==> src/rtl/ebi_pkg.sv <==
// Shared definitions for the EBI read responder: FSM states, bank codes,
// status register map and the word returned when memory never answers.
package ebi_pkg;

    typedef enum logic [2:0] {
        ST_IDLE  = 3'd0,
        ST_ADDR  = 3'd1,
        ST_FETCH = 3'd2,
        ST_DRIVE = 3'd3,
        ST_TURN  = 3'd4
    } ebi_state_e;

    localparam logic [2:0] BANK_OAM     = 3'd0;
    localparam logic [2:0] BANK_SPRITE  = 3'd1;
    localparam logic [2:0] BANK_TILE    = 3'd2;
    localparam logic [2:0] BANK_PALETTE = 3'd3;
    localparam logic [2:0] BANK_TAM     = 3'd4;
    localparam logic [2:0] BANK_STATUS  = 3'd7;

    localparam logic [14:0] STAT_ADDR_LINE  = 15'd0;
    localparam logic [14:0] STAT_ADDR_FRAME = 15'd1;
    localparam logic [14:0] STAT_ADDR_FLAGS = 15'd2;

    localparam logic [15:0] EBI_ERR_WORD = 16'hDEAD;

    function automatic logic [15:0] status_word(
        input logic [14:0] addr,
        input logic [9:0]  line,
        input logic [15:0] frames,
        input logic        sticky,
        input logic        vblank
    );
        logic [15:0] word;
        case (addr)
            STAT_ADDR_LINE:  word = {6'b0, line};
            STAT_ADDR_FRAME: word = frames;
            STAT_ADDR_FLAGS: word = {14'b0, sticky, vblank};
            default:         word = 16'h0000;
        endcase
        return word;
    endfunction

endpackage

==> src/rtl/ebi_sync.sv <==
// Two-flop synchronizer for asynchronous pad inputs; clears to zero on reset.
module ebi_sync #(
    parameter int WIDTH = 1
) (
    input  logic             clk,
    input  logic             reset,
    input  logic [WIDTH-1:0] d,
    output logic [WIDTH-1:0] q
);

    logic [WIDTH-1:0] meta_q;
    logic [WIDTH-1:0] sync_q;

    always_ff @(posedge clk) begin
        if (reset) begin
            meta_q <= '0;
            sync_q <= '0;
        end else begin
            meta_q <= d;
            sync_q <= meta_q;
        end
    end

    assign q = sync_q;

endmodule

==> src/rtl/ebi_read_responder.sv <==
// Answers host reads on a multiplexed async external bus, either from the
// memory read port or from internal status registers in STATUS_BANK.
module ebi_read_responder
    import ebi_pkg::*;
#(
    parameter int         TIMEOUT_CYCLES = 15,
    parameter logic [2:0] STATUS_BANK    = 3'd7
) (
    input  logic        clk,
    input  logic        reset,
    input  logic [15:0] EBI_AD,
    input  logic        EBI_ALE,
    input  logic        EBI_RE,
    input  logic [2:0]  bank_select,
    output logic [15:0] ebi_ad_out,
    output logic        ebi_ad_oe,
    output logic        rd_req,
    output logic [2:0]  rd_bank,
    output logic [14:0] rd_addr,
    input  logic [15:0] rd_data,
    input  logic        rd_valid,
    input  logic [9:0]  line_number,
    input  logic        frame_pulse,
    output logic        busy
);

    localparam int CNT_W = $clog2(TIMEOUT_CYCLES + 1);

    logic [1:0]  ctl_s;
    logic        ale_s;
    logic        re_s;
    logic [2:0]  bank_s;

    ebi_sync #(.WIDTH(2)) u_ctl_sync (
        .clk   (clk),
        .reset (reset),
        .d     ({EBI_ALE, EBI_RE}),
        .q     (ctl_s)
    );

    ebi_sync #(.WIDTH(3)) u_bank_sync (
        .clk   (clk),
        .reset (reset),
        .d     (bank_select),
        .q     (bank_s)
    );

    assign ale_s = ctl_s[1];
    assign re_s  = ctl_s[0];

    // Address path gets the same two-cycle delay as ALE so the latched
    // address corresponds to the synchronized falling edge.
    logic [15:0] ad_dly1_q;
    logic [15:0] ad_dly2_q;
    logic        ale_prev_q;
    logic        ad_unused;

    always_ff @(posedge clk) begin
        if (reset) begin
            ad_dly1_q  <= '0;
            ad_dly2_q  <= '0;
            ale_prev_q <= 1'b0;
        end else begin
            ad_dly1_q  <= EBI_AD;
            ad_dly2_q  <= ad_dly1_q;
            ale_prev_q <= ale_s;
        end
    end

    assign ad_unused = ad_dly2_q[15];

    logic ale_fall;
    logic ale_rise;

    assign ale_fall = ale_prev_q & ~ale_s;
    assign ale_rise = ~ale_prev_q & ale_s;

    ebi_state_e  state_q,  state_d;
    logic [14:0] addr_q,   addr_d;
    logic [2:0]  bank_q,   bank_d;
    logic        rd_req_q, rd_req_d;
    logic [14:0] rd_addr_q, rd_addr_d;
    logic [2:0]  rd_bank_q, rd_bank_d;
    logic [15:0] out_q,    out_d;
    logic        oe_q,     oe_d;
    logic [CNT_W-1:0] cnt_q, cnt_d;
    logic        sticky_q, sticky_d;
    logic [15:0] frame_count_q, frame_count_d;
    logic        vblank_q, vblank_d;

    always_comb begin
        frame_count_d = frame_count_q;
        vblank_d      = vblank_q;
        if (frame_pulse) begin
            frame_count_d = frame_count_q + 16'd1;
        end
        // A new frame pulse wins over a simultaneous line-0 clear.
        if (frame_pulse) begin
            vblank_d = 1'b1;
        end else if (line_number == 10'd0) begin
            vblank_d = 1'b0;
        end
    end

    always_comb begin
        state_d   = state_q;
        addr_d    = addr_q;
        bank_d    = bank_q;
        rd_req_d  = 1'b0;
        rd_addr_d = rd_addr_q;
        rd_bank_d = rd_bank_q;
        out_d     = out_q;
        cnt_d     = cnt_q;
        sticky_d  = sticky_q;

        if (state_q != ST_IDLE && ale_rise) begin
            state_d = ST_IDLE;
        end else begin
            case (state_q)
                ST_IDLE: begin
                    if (ale_fall) begin
                        addr_d  = ad_dly2_q[14:0];
                        bank_d  = bank_s;
                        state_d = ST_ADDR;
                    end
                end
                ST_ADDR: begin
                    if (!re_s) begin
                        state_d = ST_FETCH;
                        cnt_d   = '0;
                        if (bank_q != STATUS_BANK) begin
                            rd_req_d  = 1'b1;
                            rd_addr_d = addr_q;
                            rd_bank_d = bank_q;
                        end
                    end
                end
                ST_FETCH: begin
                    if (re_s) begin
                        state_d = ST_IDLE;
                    end else if (bank_q == STATUS_BANK) begin
                        out_d   = status_word(addr_q, line_number, frame_count_q,
                                              sticky_q, vblank_q);
                        state_d = ST_DRIVE;
                        if (addr_q == STAT_ADDR_FLAGS) begin
                            sticky_d = 1'b0;
                        end
                    end else if (rd_valid) begin
                        out_d   = rd_data;
                        state_d = ST_DRIVE;
                    end else if (cnt_q == CNT_W'(TIMEOUT_CYCLES - 1)) begin
                        out_d    = EBI_ERR_WORD;
                        sticky_d = 1'b1;
                        state_d  = ST_DRIVE;
                    end else begin
                        cnt_d = cnt_q + CNT_W'(1);
                    end
                end
                ST_DRIVE: begin
                    if (re_s) begin
                        state_d = ST_TURN;
                    end
                end
                ST_TURN: begin
                    state_d = ST_IDLE;
                end
                default: begin
                    state_d = ST_IDLE;
                end
            endcase
        end

        oe_d = (state_d == ST_DRIVE);
    end

    always_ff @(posedge clk) begin
        if (reset) begin
            state_q       <= ST_IDLE;
            addr_q        <= '0;
            bank_q        <= '0;
            rd_req_q      <= 1'b0;
            rd_addr_q     <= '0;
            rd_bank_q     <= '0;
            out_q         <= 16'h0000;
            oe_q          <= 1'b0;
            cnt_q         <= '0;
            sticky_q      <= 1'b0;
            frame_count_q <= 16'h0000;
            vblank_q      <= 1'b0;
        end else begin
            state_q       <= state_d;
            addr_q        <= addr_d;
            bank_q        <= bank_d;
            rd_req_q      <= rd_req_d;
            rd_addr_q     <= rd_addr_d;
            rd_bank_q     <= rd_bank_d;
            out_q         <= out_d;
            oe_q          <= oe_d;
            cnt_q         <= cnt_d;
            sticky_q      <= sticky_d;
            frame_count_q <= frame_count_d;
            vblank_q      <= vblank_d;
        end
    end

    assign ebi_ad_out = out_q;
    assign ebi_ad_oe  = oe_q;
    assign rd_req     = rd_req_q;
    assign rd_addr    = rd_addr_q;
    assign rd_bank    = rd_bank_q;
    assign busy       = (state_q != ST_IDLE);

endmodule

==> config.mk <==
export PLATFORM = sky130hd
export DESIGN_NAME = ebi_read_responder
export DESIGN_NICKNAME = d
export VERILOG_FILES = /design/src/rtl/ebi_pkg.sv /design/src/rtl/ebi_sync.sv /design/src/rtl/ebi_read_responder.sv
export SDC_FILE = /design/constraint.sdc
export NUM_CORES = 1
export LEC_CHECK = 0
export BUFFER_PORTS_ARGS = -buffer_cell sky130_fd_sc_hd__buf_2
export CAP_MARGIN = 10
export CORE_ASPECT_RATIO = 0.7
export CORE_MARGIN = 3
export CORE_UTILIZATION = 46
export CTS_CLUSTER_SIZE = 20
export DETAILED_ROUTE_END_ITERATION = 16
export GPL_ROUTABILITY_DRIVEN = 0
export HOLD_SLACK_MARGIN = 0.05
export PLACE_DENSITY = 0.75
export SYNTH_ARGS = -nofsm -noshare
export SYNTH_HDL_FRONTEND = slang
export SYNTH_HIERARCHICAL = 1
export SYNTH_SLANG_ARGS = --single-unit
==> constraint.sdc <==
create_clock -name clk -period 3 [get_ports clk]
set_clock_uncertainty 0.1 [all_clocks]
set_input_delay 0.6 -clock clk [delete_from_list [all_inputs] [get_ports clk]]
set_output_delay 0.6 -clock clk [all_outputs]
set_load 0.05 [all_outputs]
* After elaboration in Yosys (flattened, before gate mapping) *
Index checks and enable logic that the tools add are counted.

storage, ports and cells
  bits in registers = 120
  output and inout bits = 37
  logic and storage cells = 85

operators by class
  add/sub/neg operators = 2
  equal/unequal tests = 16
  multiplexer cells = 26
  bitwise logic cells = 7
  reduce and logical (&&, ||, !) cells = 15

operators with widths
  cell                                                                     number
  16-bit two-way mux                                                       3
  16-bit one-hot mux with 3 select lines                                   1
  3-bit two-way mux                                                        8
  4-bit two-way mux                                                        5
  16-bit by 1-bit adder with 16-bit output, second input constant          1
  15-bit by 1-bit == test with 1-bit output, second input constant         1
  15-bit by 2-bit == test with 1-bit output, second input constant         1
  15-bit zero test                                                         1
  3-bit one-hot mux with 4 select lines                                    1
  10-bit zero test                                                         1
  2-bit inequality test, second input constant                             5
  3-bit by 2-bit == test with 1-bit output, second input constant          3
  4-bit one-hot mux with 2 select lines                                    1
  4-bit AND reduction                                                      2
  1-bit two-way mux                                                        7
  7-bit AND reduction                                                      1
  6-bit AND reduction                                                      1
  2-bit nonzero test                                                       3
  3-bit nonzero test                                                       2
  1-bit inverter                                                           5
  4-bit by 1-bit adder with 4-bit output, second input constant            1
  4-bit == test, second input constant                                     1
  2-bit by 1-bit inequality test with 1-bit output, second input constant  2
  4-bit OR reduction                                                       1
  other kinds (7)                                                          8

* Depth between registers and ports, before layout *
Gate-level depths: netlist of run 1.

  word-level depth = 8
  mapped depth = 8
  mapped depth without buffers = 7

* Hierarchy *
Netlist of run 1, hierarchy kept.

by module, submodules not included
  module                   instances  cells each  area each (um^2)  sequential area each (um^2)
  ebi_read_responder       1          478         4,236.6           2,202.1
  ebi_sync at u_bank_sync  1          12          157.7             120.1
  ebi_sync at u_ctl_sync   1          8           105.1             80.1

* Least setup slack after synthesis of run 1 *
No wires, ideal clock.

  path kind = reg2reg
  from = register state_q[1]
  to = register addr_q[10]
  setup time = 0.132 ns
  arrival time = 1.716 ns
  required time = 2.768 ns
  path slack = 1.051 ns
  stages on the path, launching flop included = 7
  buffers on the path = 2
  path through = dfxtp_1 -> or3_2 -> or2_1 -> buf_2 -> buf_2 -> nand2_1 -> a21oi_1

between the ends
  longest elaborated chain between the ends = 4
  elaborated cells on any way between the ends = 5
  classes of those cells = 1 x bitwise; 4 x reduce/logical

ends and longest elaborated chain
  item                                  line                       source
  from (decl)                           ebi_read_responder.sv:78   ebi_state_e state_q, state_d;
  from (signal assigned)                ebi_read_responder.sv:191  state_q <= state_d;
  3-bit nonzero test                    --
  net busy                              ebi_read_responder.sv:24   output logic busy
  1-bit logical AND                     ebi_read_responder.sv:116  if (state_q != ST_IDLE && ale_rise) begin
  1-bit inverter (no source line)       --
  3-bit AND reduction (no source line)  --
  to (signal assigned)                  ebi_read_responder.sv:192  addr_q <= addr_d;
  to (decl)                             ebi_read_responder.sv:79   logic [14:0] addr_q, addr_d;

The timed path passes the listed nets, and every way through them passes these cells.
A chain may end at the register's enable or synchronous reset.

* Worst setup path after layout of run 1 *
  from = register addr_q[2]
  to = register out_q[8], in the netlist ebi_ad_out[8]

between the ends
  longest elaborated chain between the ends = 3
  elaborated cells on any way between the ends = 5
  classes of those cells = 2 x eq/ne; 2 x mux; 1 x reduce/logical

ends and longest elaborated chain
  item                                                                     line                       source
  15-bit by 2-bit == test with 1-bit output, or another cell as far along  ebi_pkg.sv:34              case (addr)
  16-bit one-hot mux with 3 select lines *                                 ebi_pkg.sv:34
  16-bit two-way mux *                                                     ebi_read_responder.sv:141  end else if (bank_q == STATUS_BANK) begin
  to (signal assigned)                                                     ebi_read_responder.sv:197  out_q <= out_d;
  to (decl)                                                                ebi_read_responder.sv:84   logic [15:0] out_q, out_d;

Every way passes the cells marked *; elsewhere a longest branch is shown, timed or not.

==> results of run 1 <==
[worst min path at each step]
stage | startpoint | endpoint | slack (ps) | depth (start not counted)
finish | EBI_AD[5] | ad_dly1_q[5] | 300 | 2
global route | EBI_AD[12] | ad_dly1_q[12] | 300 | 2
CTS | EBI_AD[7] | ad_dly1_q[7] | 290 | 2
detailed placement | u_bank_sync/q[1] | bank_q[1] | 330 | 2
global placement | u_ctl_sync/meta_q[1] | u_ctl_sync/q[1] | 320 | 1
floorplan | ad_dly1_q[0] | ad_dly2_q[0] | 310 | 1
[logic make-up (layout without fill, tap and decap cells)]
family,Yosys count,after routing
compound gates,86,86
xor+xnor,13,13
fa+ha+maj,3,3
buf+inv,31,125
flops,120,120
mux,2,2
simple gates,243,243
[per-stage QoR]
| stage | setup WS (ps) | power, mW | area [um^2] | std cells |
|---|---|---|---|---|
| floorplan | 1050 | 1.79 | 4500 | 498 |
| CTS | 726 | 3.86 | 5580 | 716 |
| finish | 735 | 3.83 | 5580 | 716 |
| global placement | 837 | 1.84 | 4980 | 684 |
| global route | 475 | 3.94 | 5580 | 716 |
| detailed placement | 774 | 1.84 | 4980 | 684 |
[worst max-delay path, stage by stage, from the launching register on]
cell and delay [ps]:
dfxtp_1 330, nor4_1 360, nand4b_1 370, nor3_2 590, a221oi_1 220, nor3_1 200
[per-layer routing]
layer	part of all wire, %	up-vias	GRT usage (%)
met5	0	-	0
met4	2.0	0	8.76
met3	6.8	23	6.39
met2	42	136	26.6
met1	49	1686	25.6
li1	-	1866	-
[power by group]
group / internal (mW) / switching [mW] / leakage [nW]
registers: 1.63 / 0.0172 / 0.976
logic: 0.0661 / 0.0988 / 0.909
clock network: 1.32 / 0.697 / 0.278
total: 3.02 / 0.813 / 2.16
[sequential cells by signal, summed over array words and instances, names as in the netlist]
| signal | cells |
|---|---|
| u_bank_sync/meta_q | 3 |
| frame_count_q | 16 |
| state_q | 3 |
| bank_q | 3 |
| cnt_q | 4 |
| ale_prev_q | 1 |
| ad_dly2_q | 15 |
| sticky_q | 1 |
| ebi_ad_out | 16 |
| u_bank_sync/q | 3 |
| u_ctl_sync/meta_q | 2 |
| vblank_q | 1 |
| rd_req | 1 |
| ebi_ad_oe | 1 |
| ad_dly1_q | 15 |
| rd_addr | 15 |
| rd_bank | 3 |
| addr_q | 15 |
| u_ctl_sync/q | 2 |
[final cells by class]
type	count	area, um^2	area share (%)
inverters	5	18.8	0.336
well taps	124	155	2.78
repair buffers	88	460	8.25
clock buffers	20	447	8.01
flip-flops and latches	120	2400	43.1
clock inverters	12	151	2.71
multi-input cells	347	1940	34.8
[cells in the mapped netlist, types with 7 or more instances]
master / instances / share of area, %
o21ai_0: 15 / 1.7
buf_2: 7 / 0.78
xnor2_1: 8 / 1.6
nor2b_1: 48 / 6.7
a21oi_1: 43 / 4.8
a221oi_1: 13 / 2.5
nand2b_1: 9 / 1.3
clkbuf_1: 13 / 1.1
nor2_1: 35 / 2.9
dfxtp_1: 120 / 53
nor3_1: 23 / 2.6
nor4_1: 7 / 0.97
nand3_1: 8 / 0.89
nand2_1: 80 / 6.7
==> metrics, run 1 <==
post-route ant nets=0; Post-Synthesis Cell Area=0.00450 mm^2; Clock transition at path regs=60 ps; Synth Area in Adders=0.834%; Cell variety after synth=50; Slew HR=55.9%; R2R Path Start=addr_q[2]; vias in the first global route=3279; worst setup path endpoint=ebi_ad_out[8]; Slew Limit Fails=0; Hold WS=299 ps; Gates resized, CTS repair=0; hold buffer count at cts=0; Max FO, Critical Path=9; outcome=finished clean; Worst Setup End Kind=register; Synth Register Bits=120; drt pass-1 iters=5; final hold vios=0; most common cell after layout, fill and taps aside=dfxtp_1; routed length per instance=14.0 um; Power Density=687 mW/mm^2; largest family of logic cells by synthesized area=simple AND/OR/NAND/NOR gates; Synth Area in Compound Gates=11.5%; global-route wire length before repair=16.1 mm; Syn Inst Count=498; RSZ-0062 raised after global routing=false; post-synthesis xor/xnor area fraction=2.53%; syn nets=552; post-DP HPWL=6.85 mm; Tmin final=2270 ps; period utilisation layout=75.5%; GRT Resource Usage Total=18.7%; layout cells sized above 1=21.3%; Async SR Flop Fraction=0%; syn_area_per_cell=9.03 um^2; CP Launch Type=register; Primary FF master, synth=dfxtp_1; num rows=29; Crit Reg-Reg Endpoint=ebi_ad_out[8]; kind of critical path=register to register; DRT Wirelength=9.99 mm; R2R depth=5; most frequent cells in the layout=dfxtp_1, buf_2, nand2_1; I/O pins=88; core area=0.00929 mm^2; clock root buffer=clkbuf_16; # setup viols final=0; Fillers=806; worst hold path type=input port to register; Port Buffers=86; CTS tree=done; post-CTS setup buffers=0; Sink Count=120; P_leak=2.16 nW; Clock Path Buffers=2; CP Launch Point=addr_q[2]; arrival time worst endpoint=2500 ps; largest net degree at the start of global routing=90; DR vias=3711; Max Clk Rate=441 MHz; final core utilization=60.0%; Initial Util=48.4%; YS warnings=6; Seq/Total Area, Yosys=53.4%; Slew @ Worst Pin=661 ps; die area=0.0110 mm^2; Remaining DRCs=0; worst vdd ir=428 uV; Area Overhead vs Synth=24.0%; Post-synth EDFFs=0; ant diodes=0; chip height=88.7 um; vias per cell=5.18; mux cell area share after synthesis=0.445%; htree depth=4; initial antenna violation count=0; R2R setup slack=730 ps; Simple-Gate Fraction of Synth Area=27.9%; Final nets=633; Initial DRC Count=361; Die W=124 um; total grt overflow=0; Critical Path RT=3230 ps; worst-skew pair later-pin latency=410 ps; CTS buffer count=17; sum of negative setup slack=0 ps; max-cap viol count=0
Power figures use the tool's default switching activity.
==> run 2, diff against run 1 <==
==> constraint.sdc (replaced) <==
create_clock -name clk -period 2.2 [get_ports clk]
set_clock_uncertainty 0.1 [all_clocks]
set_input_delay 0.44 -clock clk [delete_from_list [all_inputs] [get_ports clk]]
set_output_delay 0.44 -clock clk [all_outputs]
set_load 0.05 [all_outputs]
==> metrics, run 2 (synthesis results as in run 1) <==
outcome=finished clean; GRT Resource Usage Total=19.4%; Sink Count=120; num rows=29; CP Launch Type=register; final hold vios=0; ant diodes=0; M1 WL=4.83 mm; Worst path max stage delay=530 ps; worst slack, placed=274 ps; arrival time worst endpoint=1560 ps; Port Buffers=86; routed wl met3=836 um; post-DP HPWL=7.35 mm; worst vdd ir=584 uV; Area Overhead vs Synth=27.2%; Remaining DRCs=0; die area=0.0110 mm^2; worst-skew pair later-pin latency=410 ps; global-route wire length before repair=17.0 mm; DR vias=3807; clock root buffer=clkbuf_16; Gates resized, CTS repair=0; drt pass-1 iters=5; Power Density=922 mW/mm^2; chip height=88.7 um; core area=0.00929 mm^2; largest net degree at the start of global routing=57; vias per cell=5.19; crit-path cells=or3_2, buf_2; Die W=124 um; Initial DRC Count=447; I/O pins=88; CTS tree=done; Worst Setup End Kind=output port; met2 WL post-DR=4.57 mm; total grt overflow=0; setup ws final=97.6 ps; vias in the first global route=3548; Slew Limit Fails=0; worst hold path type=input port to register; routed length per instance=14.1 um; Slew @ Worst Pin=554 ps; hold buffer count at cts=0; period utilisation layout=95.6%; Critical Path RT=1660 ps; most frequent cells in the layout=dfxtp_1, buf_2, nand2_1; Clock Path Buffers=2; RSZ-0062 raised after global routing=false; DRT Wirelength=10.4 mm; kind of critical path=register to output port; highest routed metal layer=met4; post-CTS setup buffers=0; max-cap viol count=0; Tmin final=2100 ps; sum of negative setup slack=0 ps; Final nets=650; initial antenna violation count=0; post-route ant nets=0; layout cells sized above 1=23.5%; # setup viols final=0; Initial Util=48.4%; Clock transition at path regs=50 ps; CP max-delay cell=or3_2; most common cell after layout, fill and taps aside=dfxtp_1; CTS buffer count=17; htree depth=4; Max Clk Rate=476 MHz; Slew HR=63.1%; P_leak=2.27 nW; Max FO, Critical Path=7
## run 2: final timing paths
kind / start / end / slack, ps / cells past startpoint
setup / recovery: state_q[1] / busy / 100 / 2
hold / removal: EBI_RE / u_ctl_sync/meta_q[0] / 140 / 2
setup reg to reg: u_ctl_sync/q[1] / ebi_ad_out[12] / 190 / 6
hold reg to reg: ad_dly2_q[12] / addr_q[12] / 330 / 2
## run 2: worst max-delay path, delay by kind of cell, from the launching register on
kind | cells | cell delay [ps]
AND/OR/NAND/NOR | 1 | 530
buffers and inverters | 1 | 240
flip-flops | 1 | 380
## run 2: per-layer routing
metal / track usage, % / vias up
li1: - / 1906
met1: 24.9 / 1754
met2: 30.6 / 133
met3: 6.76 / 14
met4: 7.36 / 0
met5: 0 / -
## run 2: per-stage QoR
stage / util (%) / cells / power (mW) / instance area, um^2 / hold WS (ps)
2_1_floorplan: - / 498 / 2.44 / 4500 / 314
3_3_place_gp: 55.0 / 701 / 2.52 / 5110 / 321
3_5_place_dp: 55.0 / 701 / 2.53 / 5110 / 323
4_1_cts: 61.6 / 733 / 5.30 / 5720 / 127
5_1_grt: 61.6 / 733 / 5.44 / 5720 / 130
6_report: 61.6 / 733 / 5.27 / 5720 / 139
## run 2: report_power, final
part / switching (mW) / total [mW] / internal, mW / leakage [nW]
registers: 0.0219 / 2.25 / 2.23 / 0.976
logic: 0.139 / 0.240 / 0.101 / 0.993
clock network: 0.913 / 2.79 / 1.87 / 0.299
## run 2: layout make-up
type	instances	area (um^2)
Timing Repair Buffer	105	588
Tap cell	124	155
Fill cell	788	3570
Inverter	5	18.8
Sequential cell	120	2400
Clock buffer	26	529
Clock inverter	6	85.1
Multi-Input combinational cell	347	1940
==> run 3, diff against run 2 <==
--- a/config.mk
+++ b/config.mk
@@ -12,7 +12,6 @@
 export CORE_UTILIZATION = 46
 export CTS_CLUSTER_SIZE = 20
 export DETAILED_ROUTE_END_ITERATION = 16
-export GPL_ROUTABILITY_DRIVEN = 0
 export HOLD_SLACK_MARGIN = 0.05
 export PLACE_DENSITY = 0.75
 export SYNTH_ARGS = -nofsm -noshare
==> constraint.sdc (replaced) <==
create_clock -name clk -period 2.2 [get_ports clk]
set_clock_uncertainty 0.1 [all_clocks]
set_input_delay 0.33 -clock clk [delete_from_list [all_inputs] [get_ports clk]]
set_output_delay 0.33 -clock clk [all_outputs]
set_load 0.05 [all_outputs]
==> metrics, run 3 (synthesis results as in run 1) <==
outcome=finished clean; layout cells sized above 1=22.0%; combinational share of power=5.1%; total grt overflow=0; Power Density=870 mW/mm^2; ant diodes=0; Remaining DRCs=0; CTS buffer count=17; GRT Resource Usage Total=19.6%; register share of total power=44.7%; DR vias=3892; R2R setup slack=240 ps; vias in the first global route=3643; Critical Path RT=1770 ps; P_leak=2.29 nW; period utilisation layout=91.0%; Total Power=5.03 mW; chip height=88.7 um; R2R Path Start=cnt_q[0]; max-cap viol count=0; die area=0.0110 mm^2; core area=0.00929 mm^2; clock root buffer=clkbuf_16; Worst Setup End Kind=output port; Slew @ Worst Pin=610 ps; I/O pins=88; Max FO, Critical Path=7; # setup viols final=0; R2R depth=7; CTS tree=done; Slew HR=59.3%; net switching power=1.01 mW; Die W=124 um; Crit Reg-Reg Endpoint=cnt_q[3]; DRT Wirelength=10.4 mm; final hold vios=0; sum of negative setup slack=0 ps; RePlAce Congestion=0.825; Port Buffers=86; post-route ant nets=0; worst vdd ir=545 uV; num rows=29; htree depth=4; Tmin final=2000 ps; Final nets=665; Sw Ratio=20.0%; Slew Limit Fails=0; worst-skew pair later-pin latency=400 ps; routed length per instance=14.0 um; arrival time worst endpoint=1570 ps; clock power share=50.2%; Area Overhead vs Synth=28.6%; RSZ-0062 raised after global routing=false; post-DP HPWL=7.27 mm; Sink Count=120; P_int=4.02 mW; Clock Path Buffers=2; Max Clk Rate=499 MHz; Clock transition at path regs=50 ps; global-route wire length before repair=17.2 mm; vias per cell=5.24; most frequent cells in the layout=dfxtp_1, buf_2, nand2_1; largest net degree at the start of global routing=49; worst hold path type=input port to register; CP Launch Type=register; kind of critical path=register to output port; post-CTS setup buffers=0; drt pass-1 iters=4; Initial DRC Count=262; worst setup path endpoint=busy; Initial Util=48.4%; CP Launch Point=state_q[1]; most common cell after layout, fill and taps aside=dfxtp_1; initial antenna violation count=0
==> run 3: how the worst min path moves through the flow <==
stage / slack, ps / cells after the start / from / end
after floorplan: 300 / 1 / reset / u_bank_sync/meta_q[0]
after global placement: 320 / 1 / u_ctl_sync/meta_q[1] / u_ctl_sync/q[1]
after detailed placement: 320 / 1 / u_bank_sync/meta_q[0] / u_bank_sync/q[0]
after CTS: 60 / 2 / EBI_AD[13] / ad_dly1_q[13]
after global routing: 70 / 2 / EBI_AD[13] / ad_dly1_q[13]
final: 70 / 2 / EBI_AD[13] / ad_dly1_q[13]
==> run 3: final cells by class <==
class                      count  area (um^2)
multi-input combinational    347         1940
clock inverter                 5         75.1
fill                         779         3500
tap                          124          155
inverter                       5         18.8
clock buffer                  22          464
sequential                   120         2400
timing repair buffer         120          728
==> run 3: repair_timing <==
| action | in CTS | in global routing |
|---|---|---|
| hold buffers | 16 | 0 |
| endpoints found under the hold margin | 16 | 0 |
| gates resized for setup | 0 | 0 |
==> run 3: power groups by stage <==
stage	sequential (mW)	clock, mW	combinational (mW)
after global routing	2.25	2.67	0.281
after floorplan	2.30	0	0.132
after detailed placement	2.29	0	0.232
after CTS	2.25	2.57	0.256
after global placement	2.29	0	0.228
final	2.25	2.53	0.256
==> run 3: worst max-delay path: stages, from the launching register on <==
cell     delay [ps]
dfxtp_1         380
or3_2           550
buf_2           240
==> run 3: through the flow <==
step / instance area (um^2) / cells / util (%) / setup WS, ps / hold WS, ps
2_1_floorplan: 4500 / 498 / - / 251 / 302
3_3_place_gp: 5090 / 700 / 54.8 / 339 / 320
3_5_place_dp: 5090 / 700 / 54.8 / 276 / 323
4_1_cts: 5790 / 743 / 62.3 / 189 / 58.5
5_1_grt: 5790 / 743 / 62.3 / 82.1 / 66.3
6_report: 5790 / 743 / 62.3 / 197 / 71.0
==> run 3: routing by layer <==
metal	up-vias	share of wire, %	GRT usage (%)
met4	0	0.83	7.66
met3	10	8.1	7.36
met2	140	45	30.6
met5	-	0	0
met1	1814	46	25.1
li1	1928	-	-
